[config.mk]
export PLATFORM = sky130hd
export DESIGN_NAME = pwm_decoder
export DESIGN_NICKNAME = d
export VERILOG_FILES = /design/src/rtl/pwm_pkg.sv /design/src/rtl/sync_2ff.sv /design/src/rtl/pwm_decoder.sv
export SDC_FILE = /design/constraint.sdc
export NUM_CORES = 1
export LEC_CHECK = 0
export CAP_MARGIN = 5
export CORE_MARGIN = 2
export CORE_UTILIZATION = 55
export CTS_BUF_LIST = sky130_fd_sc_hd__clkbuf_8
export CTS_CLUSTER_SIZE = 20
export DETAILED_ROUTE_END_ITERATION = 16
export HOLD_SLACK_MARGIN = 0.15
export PLACE_DENSITY = 0.79
export SLEW_MARGIN = 20
export SYNTH_ARGS = -nofsm -noshare
export SYNTH_HDL_FRONTEND = slang
export SYNTH_SLANG_ARGS = --single-unit
[constraint.sdc]
create_clock -name i_clk -period 2.4 [get_ports i_clk]
set_input_delay 0.48 -clock i_clk [delete_from_list [all_inputs] [get_ports i_clk]]
set_output_delay 0.48 -clock i_clk [all_outputs]
set_load 0.05 [all_outputs]
[src/rtl/pwm_pkg.sv]
// Shared types and constants for the PWM decoder: FSM state encoding,
// counter width, stuck-level codes and saturating arithmetic helpers.
package pwm_pkg;

  localparam int CNT_W = 16;

  typedef enum logic [1:0] {
    SYNC = 2'd0,
    HIGH = 2'd1,
    LOW  = 2'd2
  } state_t;

  localparam logic [1:0] STUCK_NONE = 2'b00;
  localparam logic [1:0] STUCK_LOW  = 2'b01;
  localparam logic [1:0] STUCK_HIGH = 2'b10;

  localparam logic [CNT_W-1:0] CNT_ZERO = 16'd0;
  localparam logic [CNT_W-1:0] CNT_ONE  = 16'd1;
  localparam logic [CNT_W-1:0] CNT_MAX  = 16'hFFFF;

  function automatic logic [CNT_W-1:0] sat_inc(input logic [CNT_W-1:0] v);
    logic [CNT_W-1:0] r;
    if (v == CNT_MAX) begin
      r = CNT_MAX;
    end else begin
      r = v + CNT_ONE;
    end
    return r;
  endfunction

  function automatic logic [CNT_W-1:0] sat_add(input logic [CNT_W-1:0] a,
                                               input logic [CNT_W-1:0] b);
    logic [CNT_W:0] s;
    logic [CNT_W-1:0] r;
    s = {1'b0, a} + {1'b0, b};
    if (s[CNT_W]) begin
      r = CNT_MAX;
    end else begin
      r = s[CNT_W-1:0];
    end
    return r;
  endfunction

endpackage

[src/rtl/sync_2ff.sv]
// Two-flop synchronizer for a single asynchronous bit.
module sync_2ff (
  input  logic i_clk,
  input  logic i_rst_n,
  input  logic i_d,
  output logic o_q
);

  logic r_meta;
  logic r_sync;

  // metastability filter: first flop may go metastable, second settles it
  always_ff @(posedge i_clk or negedge i_rst_n) begin
    if (!i_rst_n) begin
      r_meta <= 1'b0;
      r_sync <= 1'b0;
    end else begin
      r_meta <= i_d;
      r_sync <= r_meta;
    end
  end

  assign o_q = r_sync;

endmodule

[src/rtl/pwm_decoder.sv]
// Measures high time and period of an asynchronous PWM input, and reports
// inputs that stop toggling as stuck-low / stuck-high.
module pwm_decoder
  import pwm_pkg::*;
#(
  parameter int MAX_COUNT = 255,
  parameter int TIMEOUT   = 2 * (MAX_COUNT + 1)
) (
  input  logic             i_clk,
  input  logic             i_rst_n,
  input  logic             i_pwm_in,
  output logic [CNT_W-1:0] o_duty,
  output logic [CNT_W-1:0] o_period,
  output logic             o_valid,
  output logic [1:0]       o_stuck
);

  localparam logic [CNT_W-1:0] TO_VAL    = (TIMEOUT >= 65535) ? CNT_MAX : CNT_W'(TIMEOUT);
  localparam logic [CNT_W-1:0] DUTY_HIGH = CNT_W'(MAX_COUNT + 1);

  logic             w_sync;
  logic             w_rise;
  logic             w_fall;
  logic             w_primed;
  logic             r_prev;
  logic [1:0]       r_fill;

  state_t           r_state;
  state_t           w_state_nxt;
  logic [CNT_W-1:0] r_hi_cnt;
  logic [CNT_W-1:0] w_hi_nxt;
  logic [CNT_W-1:0] r_lo_cnt;
  logic [CNT_W-1:0] w_lo_nxt;
  logic [CNT_W-1:0] r_duty;
  logic [CNT_W-1:0] w_duty_nxt;
  logic [CNT_W-1:0] r_period;
  logic [CNT_W-1:0] w_period_nxt;
  logic             r_valid;
  logic             w_valid_nxt;
  logic [1:0]       r_stuck;
  logic [1:0]       w_stuck_nxt;
  logic             r_reported;
  logic             w_rep_nxt;

  sync_2ff u_sync (
    .i_clk   (i_clk),
    .i_rst_n (i_rst_n),
    .i_d     (i_pwm_in),
    .o_q     (w_sync)
  );

  // previous synchronized sample, plus a fill count so edges are only trusted
  // once every pipeline flop holds a real sample rather than its reset value
  always_ff @(posedge i_clk or negedge i_rst_n) begin
    if (!i_rst_n) begin
      r_prev <= 1'b0;
      r_fill <= 2'd0;
    end else begin
      r_prev <= w_sync;
      if (r_fill != 2'd3) begin
        r_fill <= r_fill + 2'd1;
      end else begin
        r_fill <= r_fill;
      end
    end
  end

  assign w_primed = (r_fill == 2'd3);
  assign w_rise   = w_primed & w_sync & ~r_prev;
  assign w_fall   = w_primed & ~w_sync & r_prev;

  // state, counter and output registers
  always_ff @(posedge i_clk or negedge i_rst_n) begin
    if (!i_rst_n) begin
      r_state    <= SYNC;
      r_hi_cnt   <= CNT_ZERO;
      r_lo_cnt   <= CNT_ZERO;
      r_duty     <= CNT_ZERO;
      r_period   <= CNT_ZERO;
      r_valid    <= 1'b0;
      r_stuck    <= STUCK_NONE;
      r_reported <= 1'b0;
    end else begin
      r_state    <= w_state_nxt;
      r_hi_cnt   <= w_hi_nxt;
      r_lo_cnt   <= w_lo_nxt;
      r_duty     <= w_duty_nxt;
      r_period   <= w_period_nxt;
      r_valid    <= w_valid_nxt;
      r_stuck    <= w_stuck_nxt;
      r_reported <= w_rep_nxt;
    end
  end

  // next-state, counting and measurement/timeout reporting
  always_comb begin
    w_state_nxt  = r_state;
    w_hi_nxt     = r_hi_cnt;
    w_lo_nxt     = r_lo_cnt;
    w_duty_nxt   = r_duty;
    w_period_nxt = r_period;
    w_valid_nxt  = 1'b0;
    w_stuck_nxt  = r_stuck;
    w_rep_nxt    = r_reported;
    case (r_state)
      SYNC: begin
        if (!w_primed) begin
          w_lo_nxt = CNT_ZERO;
        end else if (w_rise) begin
          w_state_nxt = HIGH;
          w_hi_nxt    = CNT_ONE;
          w_lo_nxt    = CNT_ZERO;
          w_rep_nxt   = 1'b0;
        end else if (w_sync) begin
          w_lo_nxt = CNT_ZERO;
        end else begin
          // lo_cnt doubles as the idle counter while waiting for lock
          w_lo_nxt = sat_inc(r_lo_cnt);
          if ((r_lo_cnt >= TO_VAL) && !r_reported) begin
            w_duty_nxt   = CNT_ZERO;
            w_period_nxt = CNT_ZERO;
            w_stuck_nxt  = STUCK_LOW;
            w_valid_nxt  = 1'b1;
            w_rep_nxt    = 1'b1;
          end else begin
            w_valid_nxt = 1'b0;
          end
        end
      end
      HIGH: begin
        if (w_fall) begin
          w_state_nxt = LOW;
          w_lo_nxt    = CNT_ONE;
          w_rep_nxt   = 1'b0;
        end else begin
          w_hi_nxt = sat_inc(r_hi_cnt);
          if ((r_hi_cnt >= TO_VAL) && !r_reported) begin
            w_duty_nxt   = DUTY_HIGH;
            w_period_nxt = CNT_ZERO;
            w_stuck_nxt  = STUCK_HIGH;
            w_valid_nxt  = 1'b1;
            w_rep_nxt    = 1'b1;
          end else begin
            w_valid_nxt = 1'b0;
          end
        end
      end
      LOW: begin
        if (w_rise) begin
          // a rise that ends a stuck-low spell starts fresh without measuring
          if (!r_reported) begin
            w_duty_nxt   = r_hi_cnt;
            w_period_nxt = sat_add(r_hi_cnt, r_lo_cnt);
            w_stuck_nxt  = STUCK_NONE;
            w_valid_nxt  = 1'b1;
          end else begin
            w_valid_nxt = 1'b0;
          end
          w_state_nxt = HIGH;
          w_hi_nxt    = CNT_ONE;
          w_lo_nxt    = CNT_ZERO;
          w_rep_nxt   = 1'b0;
        end else begin
          w_lo_nxt = sat_inc(r_lo_cnt);
          if ((r_lo_cnt >= TO_VAL) && !r_reported) begin
            w_duty_nxt   = CNT_ZERO;
            w_period_nxt = CNT_ZERO;
            w_stuck_nxt  = STUCK_LOW;
            w_valid_nxt  = 1'b1;
            w_rep_nxt    = 1'b1;
          end else begin
            w_valid_nxt = 1'b0;
          end
        end
      end
      default: begin
        w_state_nxt = SYNC;
        w_hi_nxt    = CNT_ZERO;
        w_lo_nxt    = CNT_ZERO;
        w_rep_nxt   = 1'b0;
      end
    endcase
  end

  assign o_duty   = r_duty;
  assign o_period = r_period;
  assign o_valid  = r_valid;
  assign o_stuck  = r_stuck;

endmodule

==> results.cfg <==
[detailed_routing]
wl_met1_mm = 5.67
firstDrtPassIters = 5
drt_first_iter_violations = 370
detail_route.wl_per_cell_um = 17.5
vias = 4507
ant_nets = 0
topRoutingLayerUsed = met4
drc = 0
drt-vias-per-instance = 6.18
dr_wl_met3_um = 853
drt_wl_total_mm = 12.8
dr_wl_met2_mm = 5.98

[sta]
relSlewSlack_pct = 61.6
hold_ws_ps = 359
fmax_mhz = 423
fin_crit_ps = 2360
period_share_pct = 98.5
rsz0062_at_grt = true
slew_viol_final = 0
fin_skew_ps = 12.1
worst_slew_pin_slew_ps = 573
setup_viol = 0
hold_viol_final = 0

[cts]
clk_pin_slew_ps = 90
clock_sinks = 75
root_buffer = clkbuf_8
htreeDepth = 3
cts_buffers = 9
clock_latency_ps = 360
cts_tree = built
clock_path_buffers = 2

[setup_path]
worst-path-buf-inv = 0
cp_data_required_time_ps = 2660
worst-path-max-fanout = 4
crit_type = reg -> reg
max_stage_delay_ps = 530
cp-start-kind = flop
cp_slowest_cell = a211oi_1
crit_arrival_ps = 2620
crit_chain = ha_1, a21o_1, a211oi_1, nor2_1, or3_1, a32o_1
critical-path-top-delay-family = compound AO/OA/AOI/OAI gates
end_kind = flop

[synth]
synth_top_family_by_area = compound AO/OA/AOI/OAI gates
syn_avg_cell_area_um2 = 8.68
synth.net_count = 568
synth_flop_cell = dfrtp_1
synth_edf_count = 0
synth_xor_area_share_pct = 2.06
synth_area_leaders = dfrtp_1 40%, ha_1 6.7%, nand2_1 6.3%, a22o_1 4.3%, a21oi_1 4.3%
synth-adder-area-share_pct = 7.12
ys_seq_elements = 75
synth-seq-area-share_pct = 40.1
synth_mux_area_share_pct = 0.455
synth.most_common_cell = nand2_1
synthArstFlopShare_pct = 100
yosys-top-cells-count = 79 x nand2_1, 75 x dfrtp_1, 40 x a21oi_1
syn_area_mm2 = 0.00468
yosysTopAreaCellShare_pct = 40.1
synth_top_cell_by_area = dfrtp_1
synthSimpleGateAreaFrac_pct = 18.7
syn_inst = 539
synth_compound_area_share_pct = 27.4
synth_cell_types = 66
yosys_warnings = 0

[placement]
io_buffer_count = 37
hpwl_mm = 9.26
place_congestion = 0.910

[floorplan]
dieHeight_um = 96.2
dieArea_mm2 = 0.00926
core_mm2 = 0.00822
die_w_um = 96.2
ios = 38
num_rows = 33
initial_core_util_pct = 56.9

[run]
drv_cap = 0

[finish]
nets = 648
drive_gt1_share_pct = 15.7
syn_to_final_growth_pct = 24.0
final_util_pct = 70.6
fillers = 642
num_antenna_cells = 0

[outcome]
outcome = finished clean

[grt]
grt_pass1_wl_mm = 21.2
antenna_found_initial = 0
grt_use_total_pct = 29.5
overflow = 0
grt_max_degree = 41
grt_pass1_vias = 4351

[power]
power_leakage_nw = 2.66
p_total_mw = 4.29
p_per_area_mw_per_mm2 = 740
ir_worst_vdd_mv = 0.794

[min_path]
hold_class = reg -> reg
[flip-flops by register name (all words and copies together) (netlist names)]
register       cells
u_sync.o_q         1
r_hi_cnt          16
o_duty            16
r_lo_cnt          16
o_period          16
u_sync.r_meta      1
o_valid            1
o_stuck            2
r_reported         1
r_prev             1
r_fill             2
r_state            2
[worst register-to-register path: cells and delay by family, from the launching register on]
kind | cells | cell delay [ps]
compound gates | 3 | 1000
fa+ha+maj | 1 | 360
simple gates | 2 | 460
flops | 1 | 440
[layer usage]
| metal | GRT usage (%) | vias to the layer above |
|---|---|---|
| met4 | 11.1 | 0 |
| met2 | 46.6 | 178 |
| met1 | 40.0 | 2160 |
| met5 | 0 | - |
| li1 | - | 2136 |
| met3 | 6.03 | 33 |
[what timing repair did]
| item | CTS | global route |
|---|---|---|
| hold endpoints to repair | 38 | 0 |
| setup endpoints to repair | 3 | 28 |
| hold buffers | 1 | 0 |
| pin swaps | 1 | 7 |
| resized for setup | 2 | 15 |
| buffers inserted | 0 | 3 |
[report_power, final]
part,switching (mW),internal (mW),leakage [nW]
Sequential,0.0876,1.37,1.02
Clock,0.512,0.479,0.106
Combinational,1.18,0.655,1.53
[kinds of logic (layout without fill, tap and decap cells)]
group,count (synthesis),in the layout
buffers and inverters,44,129
XOR/XNOR,11,11
flip-flops,75,75
multiplexers,2,2
AND/OR/NAND/NOR,185,185
AO/OA/AOI/OAI,196,196
adder cells (fa/ha/maj),26,26
[through the flow]
stage	setup WS, ps	setup TNS, ps	cells	instance area (um2)
2_1_floorplan	34.4	0	539	4680
3_3_place_gp	-5.12	-5.12	709	5470
3_5_place_dp	-60.4	-135	709	5470
4_1_cts	3.81	0	726	5690
5_1_grt	-65.2	-166	729	5800
6_report	35.7	0	729	5800
[placed cells by master, fill, tap and decap left out, types with 9 or more instances in the layout]
cell / netlist / layout
and3_1: 10 / 10
nor3_1: 9 / 9
ha_1: 25 / 20
clkdlybuf4s50_1: 0 / 36
clkbuf_8: 0 / 9
dfrtp_1: 75 / 74
a21oi_1: 40 / 39
nor2_1: 39 / 39
o21ai_1: 34 / 33
nand3_1: 19 / 18
nand2_1: 79 / 79
a22o_1: 23 / 23
buf_4: 0 / 52
o21ai_0: 31 / 31
inv_1: 20 / 22
[final timing paths]
path                               startpoint           end  slack, ps  depth (start not counted)
min in group asynchronous             i_rst_n     o_duty[5]        630                          2
max in group asynchronous             i_rst_n   o_period[3]       1110                          3
worst max register to register   r_hi_cnt[13]  o_period[12]         40                          6
worst max-delay path             r_hi_cnt[13]  o_period[12]         40                          6
worst min register to register  u_sync.r_meta    u_sync.o_q        360                          0
worst min-delay path            u_sync.r_meta    u_sync.o_q        360                          0
[final cells by class]
cell class	instances	area, um2	area share [%]
multi-input cells	420	2710	46.7
flip-flops and latches	75	1880	32.4
repair buffers	92	812	14.0
well taps	105	131	2.27
clock buffers	9	124	2.14
inverters	21	78.8	1.36
clock inverters	7	68.8	1.19
Power figures use the tool's default switching activity.
